===== src/rtl/mag_pkg.sv =====
// Shared types and constants for the frame-maximum reduction stage.
package mag_pkg;

   localparam int BYTE_W = 8;

   typedef enum logic {
      ST_ACCUM = 1'b0,
      ST_HOLD  = 1'b1
   } mag_state_e;

   function automatic int idx_width(input int frame_len);
      return $clog2(frame_len);
   endfunction

endpackage


===== src/rtl/mag_acc_update.sv =====
// Running extreme update: strict compare so that ties keep the earliest sample.
// MIN_MODE=0 tracks the maximum, MIN_MODE=1 tracks the minimum.
module mag_acc_update
   import mag_pkg::*;
#(
   parameter int IDX_W    = 3,
   parameter bit MIN_MODE = 1'b0
) (
   input  logic [BYTE_W-1:0] acc_val,
   input  logic [IDX_W-1:0]  acc_idx,
   input  logic [BYTE_W-1:0] in_data,
   input  logic [IDX_W-1:0]  count,
   input  logic              first,
   output logic [BYTE_W-1:0] nxt_val,
   output logic [IDX_W-1:0]  nxt_idx
);

   logic better;

   assign better = MIN_MODE ? (in_data < acc_val) : (in_data > acc_val);

   always_comb begin
      nxt_val = acc_val;
      nxt_idx = acc_idx;
      if (first) begin
         nxt_val = in_data;
         nxt_idx = '0;
      end else if (better) begin
         nxt_val = in_data;
         nxt_idx = count;
      end
   end

endmodule


===== src/rtl/mag_frame_max.sv =====
// Frame-maximum reduction over FRAME_LEN samples with a held, back-pressurable result.
// Optional frame-minimum tracking is enabled by defining MAG_FRAME_MIN_EN.
//
//   state    | meaning
//   ST_ACCUM | accepting samples, building the running extreme of the frame
//   ST_HOLD  | result presented; next frame's first sample taken when result consumed
module mag_frame_max
   import mag_pkg::*;
#(
   parameter int FRAME_LEN = 8,
   parameter int IDX_W     = idx_width(FRAME_LEN)
) (
   input  logic              clk,
   input  logic              rst,
   input  logic              in_valid,
   input  logic [BYTE_W-1:0] in_data,
   output logic              in_ready,
   output logic              out_valid,
   output logic [BYTE_W-1:0] out_data,
   output logic [IDX_W-1:0]  out_idx,
`ifdef MAG_FRAME_MIN_EN
   output logic [BYTE_W-1:0] out_min,
   output logic [IDX_W-1:0]  out_min_idx,
`endif
   input  logic              out_ready
);

   localparam logic [IDX_W-1:0] LAST_CNT = IDX_W'(FRAME_LEN - 1);

   mag_state_e        state_q, state_d;
   logic [IDX_W-1:0]  count_q, count_d;
   logic [BYTE_W-1:0] acc_max_q, acc_max_d;
   logic [IDX_W-1:0]  acc_idx_q, acc_idx_d;
   logic              out_valid_q, out_valid_d;
   logic [BYTE_W-1:0] out_data_q, out_data_d;
   logic [IDX_W-1:0]  out_idx_q, out_idx_d;
   logic [BYTE_W-1:0] upd_max;
   logic [IDX_W-1:0]  upd_idx;
   logic              accept;
   logic              first;
   logic              last;

   assign in_ready = (state_q == ST_ACCUM) ? 1'b1 : out_ready;
   assign accept   = in_valid && in_ready;
   assign first    = (count_q == '0);
   assign last     = (count_q == LAST_CNT);

   mag_acc_update #(.IDX_W(IDX_W), .MIN_MODE(1'b0)) u_max (
      .acc_val (acc_max_q),
      .acc_idx (acc_idx_q),
      .in_data (in_data),
      .count   (count_q),
      .first   (first),
      .nxt_val (upd_max),
      .nxt_idx (upd_idx)
   );

`ifdef MAG_FRAME_MIN_EN
   logic [BYTE_W-1:0] acc_min_q, acc_min_d;
   logic [IDX_W-1:0]  acc_min_idx_q, acc_min_idx_d;
   logic [BYTE_W-1:0] out_min_q, out_min_d;
   logic [IDX_W-1:0]  out_min_idx_q, out_min_idx_d;
   logic [BYTE_W-1:0] upd_min;
   logic [IDX_W-1:0]  upd_min_idx;

   mag_acc_update #(.IDX_W(IDX_W), .MIN_MODE(1'b1)) u_min (
      .acc_val (acc_min_q),
      .acc_idx (acc_min_idx_q),
      .in_data (in_data),
      .count   (count_q),
      .first   (first),
      .nxt_val (upd_min),
      .nxt_idx (upd_min_idx)
   );

   always_comb begin
      acc_min_d     = acc_min_q;
      acc_min_idx_d = acc_min_idx_q;
      out_min_d     = out_min_q;
      out_min_idx_d = out_min_idx_q;
      if (accept) begin
         acc_min_d     = upd_min;
         acc_min_idx_d = upd_min_idx;
         if (state_q == ST_ACCUM && last) begin
            out_min_d     = upd_min;
            out_min_idx_d = upd_min_idx;
         end
      end
   end

   always_ff @(posedge clk) begin
      if (rst) begin
         acc_min_q     <= '0;
         acc_min_idx_q <= '0;
         out_min_q     <= '0;
         out_min_idx_q <= '0;
      end else begin
         acc_min_q     <= acc_min_d;
         acc_min_idx_q <= acc_min_idx_d;
         out_min_q     <= out_min_d;
         out_min_idx_q <= out_min_idx_d;
      end
   end

   assign out_min     = out_min_q;
   assign out_min_idx = out_min_idx_q;
`endif

   // A sample taken in ST_HOLD sees count_q==0, so it always starts the new frame.
   always_comb begin
      state_d     = state_q;
      count_d     = count_q;
      acc_max_d   = acc_max_q;
      acc_idx_d   = acc_idx_q;
      out_valid_d = out_valid_q;
      out_data_d  = out_data_q;
      out_idx_d   = out_idx_q;
      if (accept) begin
         acc_max_d = upd_max;
         acc_idx_d = upd_idx;
         count_d   = count_q + IDX_W'(1);
      end
      case (state_q)
         ST_ACCUM: begin
            if (accept && last) begin
               out_data_d  = upd_max;
               out_idx_d   = upd_idx;
               out_valid_d = 1'b1;
               count_d     = '0;
               state_d     = ST_HOLD;
            end
         end
         ST_HOLD: begin
            if (out_ready) begin
               out_valid_d = 1'b0;
               state_d     = ST_ACCUM;
            end
         end
         default: state_d = ST_ACCUM;
      endcase
   end

   always_ff @(posedge clk) begin
      if (rst) begin
         state_q     <= ST_ACCUM;
         count_q     <= '0;
         acc_max_q   <= '0;
         acc_idx_q   <= '0;
         out_valid_q <= 1'b0;
         out_data_q  <= '0;
         out_idx_q   <= '0;
      end else begin
         state_q     <= state_d;
         count_q     <= count_d;
         acc_max_q   <= acc_max_d;
         acc_idx_q   <= acc_idx_d;
         out_valid_q <= out_valid_d;
         out_data_q  <= out_data_d;
         out_idx_q   <= out_idx_d;
      end
   end

   assign out_valid = out_valid_q;
   assign out_data  = out_data_q;
   assign out_idx   = out_idx_q;

endmodule


===== config.mk =====
export PLATFORM = sky130hd
export DESIGN_NAME = mag_frame_max
export DESIGN_NICKNAME = d
export VERILOG_FILES = /design/src/rtl/mag_pkg.sv /design/src/rtl/mag_acc_update.sv /design/src/rtl/mag_frame_max.sv
export SDC_FILE = /design/constraint.sdc
export NUM_CORES = 1
export LEC_CHECK = 0
export CAP_MARGIN = 5
export CORE_ASPECT_RATIO = 1.4
export CORE_UTILIZATION = 40
export DETAILED_ROUTE_END_ITERATION = 12
export REMOVE_ABC_BUFFERS = 1
export SYNTH_ARGS = -nofsm -noshare
export SYNTH_HDL_FRONTEND = slang
export SYNTH_SLANG_ARGS = --single-unit

===== constraint.sdc =====
create_clock -name clk -period 1.9 [get_ports clk]
set_input_delay 0.19 -clock clk [delete_from_list [all_inputs] [get_ports clk]]
set_output_delay 0.19 -clock clk [all_outputs]
set_load 0.02 [all_outputs]

==> results.yml, run 1 <==
status:
  outcome: "finished with violations"
  violations: "setup timing"
synthesis:
  synthDistinctLibCells: 34
  synth_edf_count: 0
  ys_ff_latch: 27
  synthTopCellsByCount: "dfxtp_1 (27), nand2_1 (25), inv_1 (13), nand3_1 (13)"
  synthTopCellsByArea: "dfxtp_1 (36%), ha_1 (9.1%), nand2_1 (6.2%), mux2i_1 (5.3%), o211ai_1 (5.0%)"
  yosys_warnings: 0
  ys_seq_area_frac: 0.357
  syn_area_sq_um: 1510
  synth_top_cell_by_area: "dfxtp_1"
  netlist.area_leader.share: 0.357
  yosysMostFrequentCell: "dfxtp_1"
  ys.flop_type: "dfxtp_1"
  synthCells: 184
  postSynthAreaPerCell_sq_um: 8.22
  async_flop_share: 0
placement:
  dp_hpwl_mm: 2.87
  io_buffers: 24
  place.gp.congestion: 0.784
  placed_cells: 261
floorplanning:
  core_area_sq_um: 3640
  initial_core_util: 0.415
  die_y_microns: 74.8
  rows: 26
  fp.dieW_microns: 54.0
  num_io_pins: 25
  die_area_sq_um: 4040
sta:
  final_max_slew_viol_count: 0
  hold_ws_ps: 351
  setup_viol: 12
  rsz0062_at_grt: "yes"
  worst_pin_slew_ps: 485
  finalWorstSetupSlack_ps: -85.3
  tns_ps: -398
  finalCritPeriodShare: 1.04
  clock_skew_ps: 1.32
  relSlewSlack: 0.677
  period_needed_ps: 1990
  fmax_ghz: 0.504
  hold_viol_final: 0
power_and_ir_drop:
  p_comb_frac: 0.257
  p_leak_nw: 0.838
  clkPwrFrac: 0.264
  switching_power_w: 0.000374
  seqPwrFrac: 0.479
  ir_worst_vdd_v: 0.000445
  p_sw_frac: 0.299
  powerDensity_nw_per_um2: 595
  intPower_w: 0.000878
global_route:
  grtUsageMet1: 0.260
  grt_usage: 0.224
  top_usage_layer: "met2"
  grt_pass1_wl_mm: 6.61
  grt_max_degree: 24
  grt_pass1_vias: 1476
  grt_overflow_total: 0
  met3_usage: 0.0182
  met2_usage: 0.410
  antenna_found_initial: 0
clock_tree:
  worstSkewPairLatency_ps: 280
  clockBufferDepth: 2
  cts_tree: "done"
  h-tree-depth: 1
  numCtsBuffers: 3
  clk_pin_slew_worst_paths_ps: 90
  cts_root_buffer: "clkbuf_8"
  cts_sinks: 27
worst_setup_path:
  critPathLaunchType: "input port"
  crit_required_ps: 2070
  reg2reg_setup_slack_ps: -70
  cpPeakStageDelay_ps: 460
  path_cells: "clkdlybuf4s50_1, ha_4, nand4_1, buf_4, a211oi_2, buf_4, nor3_1, a221o_1"
  worst_path_most_repeated_cell: "buf_4"
  cp_num_buf_inv: 3
  r2r_cells: 8
  endpoint_kind: "register"
  r2r_end: "out_idx[1]"
  crit_end: "out_idx[1]"
  critPathMaxFanout: 4
  cpMaxStageDelayCell: "clkdlybuf4s50_1"
  crit_type: "in2reg"
  setup.worst_path.start: "in_data[4]"
  cp.depth: 8
  worstPathArrival_ps: 2150
  critical-path-top-delay-family: "buffers and inverters"
  r2r_start: "acc_max_q[6]"
drt:
  drc: 0
  drt-pass1-iter-count: 4
  detail_route.wl_per_cell_microns: 15.3
  drt-initial-drc-count: 49
  vias_per_cell: 5.70
  ant_nets: 0
  via_count: 1539
  routed_wl_mm: 4.14
layout:
  n_antenna_cell: 0
  nets: 252
  synthToLayoutAreaGrowth_pct: 39.0
  drive_gt1_frac: 0.241
  utilization: 0.577
  fin_cells: 270
worst_hold_path:
  min_from: "in_data[2]"
  hp-class: "in2reg"
run:
  maxCapViolations: 0
repair_timing:
item | 4_1_cts | 5_1_grt
pin swaps | 10 | 10
hold buffers | 0 | 0
setup endpoints to repair | 16 | 22
setup buffers | 2 | 3
gates resized for setup | 23 | 8
how the worst min path moves through the flow:
stage                               to  slack [ps]  depth (start not counted)
final                     acc_max_q[2]         350                          3
after floorplan              out_valid         260                          1
after global placement    acc_max_q[1]         440                          2
after global routing      acc_max_q[2]         370                          3
after detailed placement  acc_max_q[5]         450                          2
after CTS                 acc_max_q[2]         350                          3
power groups by stage:
stage	Sequential, W	Combinational, W	Clock (W)
floorplan	0.000607	0.000146	0
global placement	0.000609	0.000274	0
detailed placement	0.000609	0.000278	0
CTS	0.000599	0.000303	0.000335
global route	0.000602	0.000354	0.000358
finish	0.000600	0.000322	0.000331
metrics by stage:
stage	power (W)	cell area [sq um]	setup WS (ps)
detailed placement	0.000887	1920	-362
floorplan	0.000753	1450	-479
global placement	0.000883	1920	-296
finish	0.00125	2100	-85.3
global route	0.00131	2100	-186
CTS	0.00124	2050	-1.75
kinds of logic (layout without fill, tap and decap cells):
| kind of cell | Yosys count | after routing | share of synthesized area |
|---|---|---|---|
| compound gates | 40 | 40 | 0.194 |
| xor+xnor | 1 | 1 | 0.00579 |
| fa+ha+maj | 11 | 11 | 0.0910 |
| buf+inv | 26 | 70 | 0.0753 |
| flops | 27 | 27 | 0.357 |
| mux | 8 | 8 | 0.0529 |
| simple gates | 71 | 71 | 0.223 |
worst register-to-register path, delay by kind of cell, from the launching register on:
family	cells	cell delay, ps
flops	1	340
compound gates	2	540
buf+inv	3	460
fa+ha+maj	1	260
simple gates	2	260
routing by layer:
| metal | routed length, microns | share of wire |
|---|---|---|
| met2 | 2160 | 0.52 |
| met3 | 122 | 0.029 |
| met1 | 1800 | 0.43 |
| met4 | 65 | 0.016 |
| met5 | 0 | 0 |
cells in the final DEF, fill, tap and decap left out, types with 2 or more instances in the layout:
master	Yosys	layout
mux2i_1	8	8
a32oi_1	8	8
nand2b_1	2	2
dfxtp_1	27	21
nand4_1	9	9
clkbuf_8	0	3
o21ai_1	1	2
and3_1	3	3
buf_4	2	26
a21oi_1	7	7
nor2_1	11	10
ha_1	11	5
clkdlybuf4s50_1	0	18
nor3_1	2	2
inv_2	1	6
ha_4	0	6
dlygate4sd2_1	0	6
a221o_1	2	2
buf_6	0	2
nand2_1	25	25
o21ai_0	3	2
nand3_1	13	13
o32ai_1	2	2
dfxtp_2	0	6
o211ai_1	10	10
inv_1	13	8
cell type report:
type                       count  area, sq um
fill                         341         1540
inverter                      14         52.6
sequential                    27          548
timing repair buffer          52          450
tap                           42         52.6
multi-input combinational    131          955
clock buffer                   4         45.0
registers in the layout (all words and copies together) (netlist names):
register   flops
acc_idx_q      3
count_q        3
out_valid      1
out_idx        3
out_data       8
acc_max_q      8
state_q        1
(Power assumes the default switching activity.)
==> run 2: changes to the inputs <==
HOLD_SLACK_MARGIN = 0.1   (was not set)
==> results of run 2 <==
Same layout as run 1: the final DEF is identical, and so are final timing and power.
==> run 3: changes to the inputs <==
PLACE_DENSITY = 0.65   (was not set)
SETUP_SLACK_MARGIN = 0.15   (was not set)
clock period = 1.7 ns   (was 1.9 ns; I/O delays follow)
==> results.yml, run 3 (synthesis results as in run 1) <==
sta:
  finalWorstSetupSlack_ps: -348
  hold_viol_final: 0
  fmax_ghz: 0.488
  setup_viol: 22
  finalCritPeriodShare: 1.20
  period_needed_ps: 2050
  worst_pin_slew_ps: 450
  rsz0062_at_grt: "yes"
  hold_ws_ps: 332
  final_max_slew_viol_count: 0
  clock_skew_ps: 3.75
  relSlewSlack: 0.700
layout:
  multiInputGateArea_sq_um: 1050
  n_fill_cell: 309
  final_cell_mix: "buf_4 (40), nand2_1 (25), dfxtp_1 (20), clkdlybuf4s50_1 (20), nand3_1 (13)"
  seqCellArea_sq_um: 549
  n_antenna_cell: 0
  fin_cells: 292
  synthToLayoutAreaGrowth_pct: 59.2
  nets: 274
  drive_gt1_frac: 0.348
  final_common_cell: "buf_4"
global_route:
  grt_overflow_total: 0
  grt_pass1_wl_mm: 7.31
  antenna_found_initial: 0
  grt_usage: 0.248
  grt_pass1_vias: 1600
  grt_max_degree: 24
power_and_ir_drop:
  p_leak_nw: 0.973
  ir_worst_vdd_v: 0.000577
  power_w: 0.00153
  powerDensity_nw_per_um2: 636
clock_tree:
  numCtsBuffers: 3
  cts_tree: "done"
  clk_pin_slew_worst_paths_ps: 90
  worstSkewPairLatency_ps: 280
  clockBufferDepth: 2
  cts_sinks: 27
  h-tree-depth: 1
  hold_buffers: 0
  cts_root_buffer: "clkbuf_8"
worst_setup_path:
  endpoint_kind: "register"
  cp_num_buf_inv: 2
  crit_type: "in2reg"
  r2r_start: "acc_max_q[1]"
  r2r_cells: 7
  critical-path-top-delay-family: "compound AO/OA/AOI/OAI gates"
  worstPathArrival_ps: 2240
  critPathLaunchType: "input port"
  cpPeakStageDelay_ps: 550
  cpMaxStageDelayCell: "clkdlybuf4s50_1"
  reg2reg_setup_slack_ps: -330
  crit_required_ps: 1890
  r2r_end: "acc_idx_q[1]"
  path_cells: "clkdlybuf4s50_1, ha_4, nand4_1, buf_4, nor2_4, a211o_4, a2111o_1, o32ai_2"
  critPathMaxFanout: 4
drt:
  detail_route.wl_per_cell_microns: 16.6
  vias_per_cell: 5.68
  drt-pass1-iter-count: 6
  ant_nets: 0
  routed_wl_mm: 4.86
  drc: 0
  via_count: 1660
  drt-initial-drc-count: 51
floorplanning:
  rows: 26
  die_area_sq_um: 4040
  fp.dieW_microns: 54.0
  core_area_sq_um: 3640
  die_y_microns: 74.8
  num_io_pins: 25
  initial_core_util: 0.415
worst_hold_path:
  min_from: "in_data[0]"
  hp-class: "in2reg"
  hold_path_depth: 4
  min_to: "out_data[0]"
status:
  outcome: "finished with violations"
  violations: "setup timing"
placement:
  place.gp.congestion: 0.798
  placed_cells: 279
  dp_hpwl_mm: 3.19
  io_buffers: 24
run:
  maxCapViolations: 0
## run 3: worst max-delay path by stage
stage | start | to | slack [ps] | cells past startpoint
floorplan | acc_max_q[1] | acc_max_q[0] | -680 | 7
global placement | in_data[1] | acc_max_q[4] | -510 | 8
detailed placement | in_data[2] | acc_max_q[4] | -570 | 8
CTS | acc_max_q[1] | acc_max_q[2] | -240 | 8
global route | acc_max_q[1] | out_data[7] | -400 | 10
finish | in_data[6] | acc_idx_q[1] | -350 | 8
## run 3: power breakdown
part	internal (W)	switching (W)
clock network	0.000168	0.000203
registers	0.000656	0.0000132
logic	0.000236	0.000255
total	0.00106	0.000471
## run 3: metal layers
metal | up-vias | track usage | routed length [microns]
met3 | 17 | 0.0364 | 210
met1 | 780 | 0.281 | 1840
met5 | - | 0 | 0
met2 | 62 | 0.451 | 2680
li1 | 801 | - | -
met4 | 0 | 0.0997 | 133
## run 3: layout make-up
cell class	instances	share of cell area
clock buffer	4	0.0187
inverter	14	0.0218
multi-input combinational	131	0.435
sequential	27	0.228
tap	42	0.0218
timing repair buffer	74	0.274
## run 3: through the flow
| stage | util | setup TNS (ps) | setup WS (ps) | instance area [sq um] |
|---|---|---|---|---|
| after floorplan | - | -10790 | -679 | 1450 |
| after global placement | 0.567 | -9210 | -511 | 2060 |
| after detailed placement | 0.567 | -10660 | -568 | 2060 |
| after CTS | 0.612 | -4040 | -244 | 2230 |
| after global routing | 0.661 | -7640 | -396 | 2410 |
| final | 0.661 | -6030 | -348 | 2410 |
## run 3: repair_timing
action / in CTS / in global routing
pin swaps: 13 / 14
buffers inserted: 3 / 6
endpoints found under the hold margin: 0 / 0
setup endpoints to repair: 23 / 22
gates resized for setup: 22 / 31
## run 3: worst register-to-register path, cell delays in order, from the launching register on
cell	delay [ps]
dfxtp_2	350
inv_2	50
ha_4	260
nor2b_4	130
o211ai_1	160
a211o_4	410
a2111o_1	470
o32ai_2	110
